## config.mk

```make
export PLATFORM = sky130hd
export DESIGN_NAME = instruction_execution
export DESIGN_NICKNAME = d
export VERILOG_FILES = /design/src/rtl/exec_pkg.sv /design/src/rtl/alu.sv /design/src/rtl/instruction_execution.sv
export SDC_FILE = /design/constraint.sdc
export NUM_CORES = 1
export LEC_CHECK = 0
export ABC_CLOCK_PERIOD_IN_PS = 3900
export BUFFER_PORTS_ARGS = -buffer_cell sky130_fd_sc_hd__buf_2
export CORE_MARGIN = 5
export CORE_UTILIZATION = 30
export DETAILED_ROUTE_END_ITERATION = 8
export HOLD_SLACK_MARGIN = 0.1
export RECOVER_POWER = 100
export SYNTH_ARGS = -nofsm -noshare
export SYNTH_HDL_FRONTEND = slang
export SYNTH_HIERARCHICAL = 1
export SYNTH_SLANG_ARGS = --single-unit
```

## constraint.sdc

```tcl
create_clock -name clk -period 3.9 [get_ports clk]
set_input_delay 0.78 -clock clk [delete_from_list [all_inputs] [get_ports clk]]
set_output_delay 0.78 -clock clk [all_outputs]
set_load 0.02 [all_outputs]
```

## src/rtl/exec_pkg.sv

```systemverilog
// Shared constants for the EX stage: ALU control codes, ALUOp classes and the
// effective-operation decode used by instruction_execution.
package exec_pkg;

  localparam logic [3:0] ALU_AND  = 4'b0000;
  localparam logic [3:0] ALU_OR   = 4'b0001;
  localparam logic [3:0] ALU_ADD  = 4'b0010;
  localparam logic [3:0] ALU_XOR  = 4'b0011;
  localparam logic [3:0] ALU_SLL  = 4'b0100;
  localparam logic [3:0] ALU_SRL  = 4'b0101;
  localparam logic [3:0] ALU_SUB  = 4'b0110;
  localparam logic [3:0] ALU_SLT  = 4'b0111;
  localparam logic [3:0] ALU_SRA  = 4'b1000;
  localparam logic [3:0] ALU_SLTU = 4'b1001;
  localparam logic [3:0] ALU_LUI  = 4'b1010;
  localparam logic [3:0] ALU_NOR  = 4'b1100;
  // Internal-only codes: PASSB has no funct encoding, so a raw 1111 is remapped to ZERO.
  localparam logic [3:0] ALU_ZERO  = 4'b1110;
  localparam logic [3:0] ALU_PASSB = 4'b1111;

  localparam logic [1:0] ALUOP_ADD   = 2'b00;
  localparam logic [1:0] ALUOP_SUB   = 2'b01;
  localparam logic [1:0] ALUOP_FUNCT = 2'b10;
  localparam logic [1:0] ALUOP_PASSB = 2'b11;

  function automatic logic [3:0] effectiveCode(input logic memAccess,
                                               input logic [1:0] aluOp,
                                               input logic [3:0] aluControl);
    logic [3:0] code;
    code = ALU_ZERO;
    if (memAccess) begin
      code = ALU_ADD;
    end else begin
      case (aluOp)
        ALUOP_ADD:   code = ALU_ADD;
        ALUOP_SUB:   code = ALU_SUB;
        ALUOP_FUNCT: code = (aluControl == ALU_PASSB) ? ALU_ZERO : aluControl;
        default:     code = ALU_PASSB;
      endcase
    end
    return code;
  endfunction

endpackage

```

## src/rtl/alu.sv

```systemverilog
// Combinational 32-bit ALU driven by an effective operation code.
// Shift operations exist only when INSTR_EXEC_SHIFT_EN is defined.
module alu
  import exec_pkg::*;
(
  input  logic [31:0] a,
  input  logic [31:0] b,
  input  logic [3:0]  code,
  output logic [31:0] result
);

  always_comb begin
    result = 32'd0;
    case (code)
      ALU_AND:   result = a & b;
      ALU_OR:    result = a | b;
      ALU_ADD:   result = a + b;
      ALU_XOR:   result = a ^ b;
      ALU_SUB:   result = a - b;
      ALU_SLT:   result = {31'd0, $signed(a) < $signed(b)};
      ALU_SLTU:  result = {31'd0, a < b};
      ALU_LUI:   result = {b[15:0], 16'd0};
      ALU_NOR:   result = ~(a | b);
      ALU_PASSB: result = b;
`ifdef INSTR_EXEC_SHIFT_EN
      ALU_SLL:   result = a << b[4:0];
      ALU_SRL:   result = a >> b[4:0];
      ALU_SRA:   result = $unsigned($signed(a) >>> b[4:0]);
`endif
      default:   result = 32'd0;
    endcase
  end

endmodule

```

## src/rtl/instruction_execution.sv

```systemverilog
// MIPS EX stage: operand/destination muxing, ALU op override, EX/MEM register.
// Optional shifter controlled by the INSTR_EXEC_SHIFT_EN macro (see alu).
module instruction_execution
  import exec_pkg::*;
(
  input  logic        clk,
  input  logic        reset,
  input  logic        regWriteE,
  input  logic        memToRegE,
  input  logic        memWriteE,
  input  logic [3:0]  ALUControlE,
  input  logic [1:0]  ALUOpE,
  input  logic        ALUSrcE,
  input  logic        regDstE,
  input  logic [31:0] signImmE,
  input  logic [4:0]  RsE,
  input  logic [4:0]  RtE,
  input  logic [4:0]  RdE,
  output logic [4:0]  writeRegE,
  output logic [31:0] AluOutE,
  input  logic [31:0] value1,
  input  logic [31:0] value2
);

  logic [31:0] srcB;
  logic [4:0]  dest;
  logic [3:0]  aluCode;
  logic [31:0] aluResult;
  // RsE travels with the stage for hazard detection only.
  logic        unusedRs;

  assign unusedRs = ^RsE;
  assign srcB     = ALUSrcE ? signImmE : value2;
  assign dest     = regDstE ? RdE : RtE;
  assign aluCode  = effectiveCode(memToRegE | memWriteE, ALUOpE, ALUControlE);

  alu u_alu (
    .a      (value1),
    .b      (srcB),
    .code   (aluCode),
    .result (aluResult)
  );

  always_ff @(posedge clk) begin
    if (reset) begin
      AluOutE   <= 32'd0;
      writeRegE <= 5'd0;
    end else begin
      AluOutE   <= aluResult;
      writeRegE <= regWriteE ? dest : 5'd0;
    end
  end

endmodule

```

==> results.py, run 1 <==
metrics = {
    "run_status": {
        "status": "finished, final reports clean",
    },
    "layout": {
        "area_of_combinational_cells_with_multiple_inputs_mm2": 0.00584,
        "synthToLayoutAreaGrowth_pct": 44.0,
        "stdcell_area_mm2": 0.0100,
        "fillers": 2359,
        "antennaDiodeCount": 0,
        "seqCellArea_um2": 741,
        "most_frequent_cells_in_the_layout": "226 x sky130_fd_sc_hd__buf_4, 117 x sky130_fd_sc_hd__buf_2, 92 x sky130_fd_sc_hd__inv_1",
        "final_cell_count_no_fill": 1595,
        "final_nets": 1532,
        "fraction_of_final_layout_cells_with_drive_strength_greater_than_1_pct": 34.4,
        "final_common_cell": "sky130_fd_sc_hd__buf_4",
    },
    "clocking": {
        "cts_num_sinks": 37,
        "clk_root_buffer_cell": "sky130_fd_sc_hd__clkbuf_16",
        "cts_buffers": 5,
        "cts_max_path_buffers": 2,
        "tritoncts": "done",
        "path_clk_slew_ns": 0.07,
        "htree_levels": 2,
    },
    "setup_path": {
        "worst-path-buf-inv": 4,
        "cp_slowest_cell": "sky130_fd_sc_hd__or4b_1",
        "critPathRequiredTime_ns": 4.14,
        "critical_path_class": "input port to register",
        "critical_path.endpoint_type": "register",
        "worst-path-max-fanout": 8,
        "timing.critical_path.max_delay_family": "simple AND/OR/NAND/NOR gates",
        "critical_path.startpoint_type": "input port",
        "critical_path_arrival_ns": 4.06,
        "critPathMaxStageDelay_ns": 0.48,
        "crit_path_cell_trace": "buf_4 -> buf_12 -> mux2_2 -> inv_1 -> ha_1 -> buf_4 -> nor2_1 -> nand2_1 -> a211oi_2 -> o21a_2 -> o21ai_2 -> or4b_1 -> and3_4 -> mux2_2 -> o22ai_2 -> nor2b_2",
    },
    "die": {
        "fp.dieH_um": 162,
        "die_w_um": 162,
        "fp-row-count": 55,
        "die-area_mm2": 0.0263,
        "effective_utilization_at_floorplan_pct": 30.6,
        "number_of_top_level_pins": 161,
        "core-area_mm2": 0.0227,
    },
    "synthesis": {
        "ys_seq_elements": 37,
        "synth-main-ff-cell": "sky130_fd_sc_hd__dfxtp_1",
        "yosys_warnings": 6,
        "synth.distinct_cells": 79,
        "netlist.top_cell.by_area": "sky130_fd_sc_hd__ha_1",
        "netlist_instances": 984,
        "postSynthNetCount": 1207,
        "synth.cell_area_mm2": 0.00695,
        "synth_area_leaders": "sky130_fd_sc_hd__ha_1 17%, sky130_fd_sc_hd__dfxtp_1 11%, sky130_fd_sc_hd__a21oi_1 6.3%",
        "synth_enable_flop_cells": 0,
        "asyncSetResetFlopFracSynth_pct": 0,
        "synth_top_cell_area_share_pct": 17.5,
        "synth.avg_cell_area_um2": 7.06,
        "sequential_area_share_after_synthesis_pct": 10.7,
    },
    "min_path": {
        "hold_class": "input port to register",
    },
    "routing": {
        "wl_per_cell_um": 18.9,
        "antenna_left": 0,
        "drc_errors": 0,
        "num_vias": 8851,
        "routed_wl_um": 30200,
        "first_pass_iters": 6,
        "avgViaCountPerCell": 5.55,
        "first_iter_violations": 728,
    },
    "timing": {
        "hold_viol": 0,
        "worstMarginPinSlew_ns": 0.869,
        "fmax_ghz": 0.262,
        "report.final.setup_viol": 0,
        "final_min_period_over_clock_period_pct": 97.8,
        "grt_setup_unrepaired": "true",
        "period_minus_slack_ns": 3.82,
        "slew-limit-headroom_pct": 42.0,
        "final_worst_path_setup_slack_ns": 0.0845,
        "final_number_of_max_transition_violations": 0,
    },
    "run": {
        "timing.max_cap.violations": 0,
    },
    "placement": {
        "finalWeightedCongestion": 0.954,
        "pre_cts_slack_ns": -0.452,
        "numPlacedInstances": 1583,
        "detailed_place.area_mm2": 0.00955,
        "buffer_ports.inserted": 155,
        "detailedPlacementHpwl_um": 24000,
    },
    "pwr": {
        "comb_power_share_pct": 61.9,
        "switching_share_pct": 42.1,
        "pwr_dens_mw_per_mm2": 269,
        "leakage_nw": 4.77,
        "total_switching_power_mw": 1.13,
        "pwr-share-clk_pct": 21.6,
        "intPower_mw": 1.56,
        "ir_drop_uv": 147,
        "power.share.sequential_pct": 16.5,
    },
    "global_routing": {
        "globalRoute.totalOverflow": 0,
        "globalRouteTotalUtil_pct": 22.0,
        "grt_pass1_vias": 8687,
        "wire_length_of_the_first_global_routing_pass_um": 46400,
        "pin_count_of_the_biggest_net_entering_global_routing": 35,
        "antenna_found_initial": 0,
    },
}
==> final timing paths <==
path / startpoint / endpoint / cells after the start
worst max-delay path: ALUSrcE / AluOutE[31]$_SDFF_PP0_ / 16
worst min-delay path: RtE[0] / writeRegE[0]$_SDFF_PP0_ / 3
==> power by group through the flow <==
stage	logic (mW)	clock network (mW)	registers (mW)
6_report	1.67	0.580	0.443
5_1_grt	1.81	0.619	0.448
4_1_cts	1.60	0.602	0.442
3_5_place_dp	1.59	0	0.451
3_3_place_gp	1.58	0	0.449
2_1_floorplan	0.818	0	0.518
==> metrics by stage <==
step	util (%)	hold WS [ns]	power (mW)	setup TNS, ns
after detailed placement	42.1	1.03	2.04	-5.77
after global placement	42.1	1.02	2.03	-5.01
final	44.1	0.722	2.69	0
after CTS	43.1	0.713	2.65	-0.00776
after floorplan	-	0.852	1.34	0
after global routing	44.1	0.721	2.88	-0.0933
==> layout make-up <==
| type | count | share of cell area (%) |
|---|---|---|
| Multi-Input combinational cell | 786 | 58.4 |
| Timing Repair Buffer | 385 | 25.2 |
| Sequential cell | 37 | 7.40 |
| Tap cell | 285 | 3.56 |
| Inverter | 94 | 3.53 |
| Clock buffer | 5 | 1.25 |
| Clock inverter | 3 | 0.688 |
==> Yosys cell counts (all sizes together) (13+ instances only) <==
library cell  instances
ha                   97
inv                  94
a21oi                88
nor2                 84
o21ai                70
nand2                66
clkbuf               51
nor2b                41
dfxtp                37
mux2                 33
a221oi               27
a22oi                24
nand3                23
nor3                 22
o22ai                17
buf                  16
a21o                 13
o21bai               13
==> per-layer routing <==
layer	up-vias	GRT usage, %	part of all wire (%)
met4	0	7.54	3.1
li1	4251	-	-
met5	-	0	0
met1	4110	27.5	41
met2	434	37.5	47
met3	56	4.69	8.7
==> flip-flops by register name, summed over array words and instances, names as in the netlist <==
| register | cells |
|---|---|
| AluOutE | 32 |
| writeRegE | 5 |
==> kinds of logic after synthesis <==
kind of cell             count (synthesis)  synth area share [%]
AND/OR/NAND/NOR                        295                  21.1
flip-flops                              37                  10.7
adder cells (fa/ha/maj)                 99                  18.0
buffers and inverters                  161                  9.17
AO/OA/AOI/OAI                          353                  34.8
multiplexers                            39                  6.21
==> what timing repair did <==
| action | 4_1_cts | 5_1_grt |
|---|---|---|
| setup buffers | 2 | 1 |
| endpoints found under the setup margin | 9 | 20 |
| cloned | 0 | 1 |
| resized for setup | 6 | 54 |
| hold buffers | 0 | 0 |
| pin swaps | 2 | 15 |
Power figures use the tool's default switching activity.
==> inputs of run 2 (changes only) <==
--- a/config.mk
+++ b/config.mk
@@ -5,7 +5,7 @@
 export SDC_FILE = /design/constraint.sdc
 export NUM_CORES = 1
 export LEC_CHECK = 0
-export ABC_CLOCK_PERIOD_IN_PS = 3900
+export ABC_CLOCK_PERIOD_IN_PS = 3400
 export BUFFER_PORTS_ARGS = -buffer_cell sky130_fd_sc_hd__buf_2
 export CORE_MARGIN = 5
 export CORE_UTILIZATION = 30
==> constraint.sdc (replaced) <==
create_clock -name clk -period 3.4 [get_ports clk]
set_input_delay 0.68 -clock clk [delete_from_list [all_inputs] [get_ports clk]]
set_output_delay 0.68 -clock clk [all_outputs]
set_load 0.02 [all_outputs]
==> results.py, run 2 (synthesis gave the netlist of run 1 again) <==
metrics = {
    "layout": {
        "final_cell_count_no_fill": 1680,
        "synthToLayoutAreaGrowth_pct": 66.3,
        "largest_reg_flops": 32,
        "regMostFlops": "AluOutE",
        "antennaDiodeCount": 0,
        "fraction_of_final_layout_cells_with_drive_strength_greater_than_1_pct": 46.9,
        "reg_top3": "AluOutE (32), writeRegE (5)",
        "most_frequent_cells_in_the_layout": "298 x sky130_fd_sc_hd__buf_4, 117 x sky130_fd_sc_hd__buf_2, 72 x sky130_fd_sc_hd__inv_1",
        "stdcell_area_mm2": 0.0116,
        "final_common_cell": "sky130_fd_sc_hd__buf_4",
        "final_nets": 1617,
    },
    "timing": {
        "final_min_period_over_clock_period_pct": 101,
        "hold_viol": 0,
        "final_number_of_max_transition_violations": 0,
        "period_minus_slack_ns": 3.45,
        "grt_setup_unrepaired": "true",
        "report.final.setup_viol": 4,
        "worstMarginPinSlew_ns": 0.841,
        "final.setup.tns_ns": -0.129,
        "slew-limit-headroom_pct": 43.9,
        "fmax_ghz": 0.290,
        "final_worst_path_setup_slack_ns": -0.0494,
    },
    "setup_path": {
        "critPathRequiredTime_ns": 3.57,
        "critical_path.endpoint_type": "register",
        "crit_path_frequent_cell": "sky130_fd_sc_hd__buf_12",
        "critPathMaxStageDelay_ns": 0.37,
        "cp_slowest_cell": "sky130_fd_sc_hd__fa_2",
        "critical_path_arrival_ns": 3.62,
        "critical_path_class": "input port to register",
        "worst-path-max-fanout": 5,
        "worst_setup_path_startpoint": "ALUSrcE",
        "critical_path.startpoint_type": "input port",
        "crit_path_cell_trace": "buf_12 -> mux2_4 -> buf_12 -> ha_4 -> fa_2 -> nor2_4 -> o221ai_4 -> a211oi_4 -> nor2_2 -> o21ai_2 -> a21oi_2 -> o21ba_2 -> a221o_1 -> a21o_1 -> nor2b_4",
    },
    "clocking": {
        "path_clk_slew_ns": 0.07,
        "htree_levels": 2,
        "tritoncts": "done",
        "cts_num_sinks": 37,
        "cts_max_path_buffers": 2,
        "cts_buffers": 5,
        "hold_buffers_post_cts": 0,
        "clk_root_buffer_cell": "sky130_fd_sc_hd__clkbuf_16",
    },
    "routing": {
        "routed_wl_um": 32900,
        "antenna_left": 0,
        "wl_per_cell_um": 19.6,
        "first_pass_iters": 5,
        "avgViaCountPerCell": 5.57,
        "first_iter_violations": 834,
        "num_vias": 9351,
        "drc_errors": 0,
    },
    "run": {
        "timing.max_cap.violations": 0,
    },
    "pwr": {
        "intPower_mw": 2.01,
        "pwr_dens_mw_per_mm2": 304,
        "p_total_mw": 3.51,
        "leakage_nw": 5.32,
        "total_switching_power_mw": 1.50,
        "switching_share_pct": 42.6,
        "comb_power_share_pct": 66.1,
        "ir_drop_uv": 196,
        "pwr-share-clk_pct": 19.4,
        "power.share.sequential_pct": 14.5,
    },
    "global_routing": {
        "globalRoute.totalOverflow": 0,
        "pin_count_of_the_biggest_net_entering_global_routing": 34,
        "antenna_found_initial": 2,
        "grt_pass1_vias": 9287,
        "globalRouteTotalUtil_pct": 23.7,
        "wire_length_of_the_first_global_routing_pass_um": 49800,
    },
    "die": {
        "fp-row-count": 55,
        "effective_utilization_at_floorplan_pct": 30.6,
        "number_of_top_level_pins": 161,
        "fp.dieH_um": 162,
        "core-area_mm2": 0.0227,
        "die-area_mm2": 0.0263,
        "die_w_um": 162,
    },
    "placement": {
        "buffer_ports.inserted": 155,
        "numPlacedInstances": 1646,
        "finalWeightedCongestion": 0.955,
        "detailed_place.area_mm2": 0.0102,
        "detailedPlacementHpwl_um": 25300,
        "pre_cts_slack_ns": -0.608,
    },
    "min_path": {
        "min_to": "writeRegE[2]$_SDFF_PP0_",
        "hold_path.startpoint": "RtE[2]",
        "min_path_cells": 3,
        "hold_class": "input port to register",
    },
    "run_status": {
        "violations": "negative setup slack",
        "status": "complete, but fails checks",
    },
}
==> run 2: timing repair <==
action | in CTS | in global routing
gates cloned | 2 | 0
buffers inserted | 21 | 5
endpoints found under the setup margin | 21 | 22
pin swaps | 48 | 63
resized for setup | 121 | 96
==> run 2: worst max-delay path by stage <==
stage	end	slack, ns	cells past startpoint
3_5_place_dp	AluOutE[30]$_SDFF_PP0_	-0.61	16
3_3_place_gp	AluOutE[30]$_SDFF_PP0_	-0.64	17
6_report	AluOutE[14]$_SDFF_PP0_	-0.05	15
4_1_cts	AluOutE[17]$_SDFF_PP0_	-0.04	16
2_1_floorplan	AluOutE[31]$_SDFF_PP0_	-0.15	15
5_1_grt	AluOutE[14]$_SDFF_PP0_	-0.1	15
==> run 2: layout make-up <==
type / instances / area [um^2]
Fill cell: 2174 / 11200
Sequential cell: 37 / 741
Tap cell: 285 / 357
Clock inverter: 3 / 68.8
Multi-Input combinational cell: 786 / 6700
Inverter: 94 / 365
Clock buffer: 5 / 125
Timing Repair Buffer: 470 / 3200
==> run 2: stage by stage <==
stage               hold WS, ns  util, %
floorplan                 0.752        -
global placement          0.915     45.0
detailed placement        0.922     45.0
CTS                       0.601     49.1
global route              0.615     50.9
finish                    0.607     50.9
==> run 2: power groups by stage <==
stage	clock network (mW)	registers, mW	logic, mW
2_1_floorplan	0	0.594	1.02
4_1_cts	0.707	0.506	2.16
3_3_place_gp	0	0.515	1.94
5_1_grt	0.718	0.514	2.48
6_report	0.682	0.507	2.32
3_5_place_dp	0	0.515	1.96
==> run 2: critical path: cells and delay by family <==
kind	cells	cell delay (ns)
muxes	1	0.34
and+or+nand+nor	3	0.35
adders and majority gates	2	0.53
buffers and inverters	2	0.27
AOI/OAI and AO/OA	7	1.44
==> run 2: layer usage <==
| metal | GRT usage (%) | vias to the layer above | wire length (um) |
|---|---|---|---|
| met2 | 38.4 | 373 | 15000 |
| met1 | 30.6 | 4469 | 14100 |
| li1 | - | 4428 | - |
| met4 | 9.27 | 4 | 1270 |
| met5 | 0 | - | 19 |
| met3 | 5.23 | 77 | 2600 |
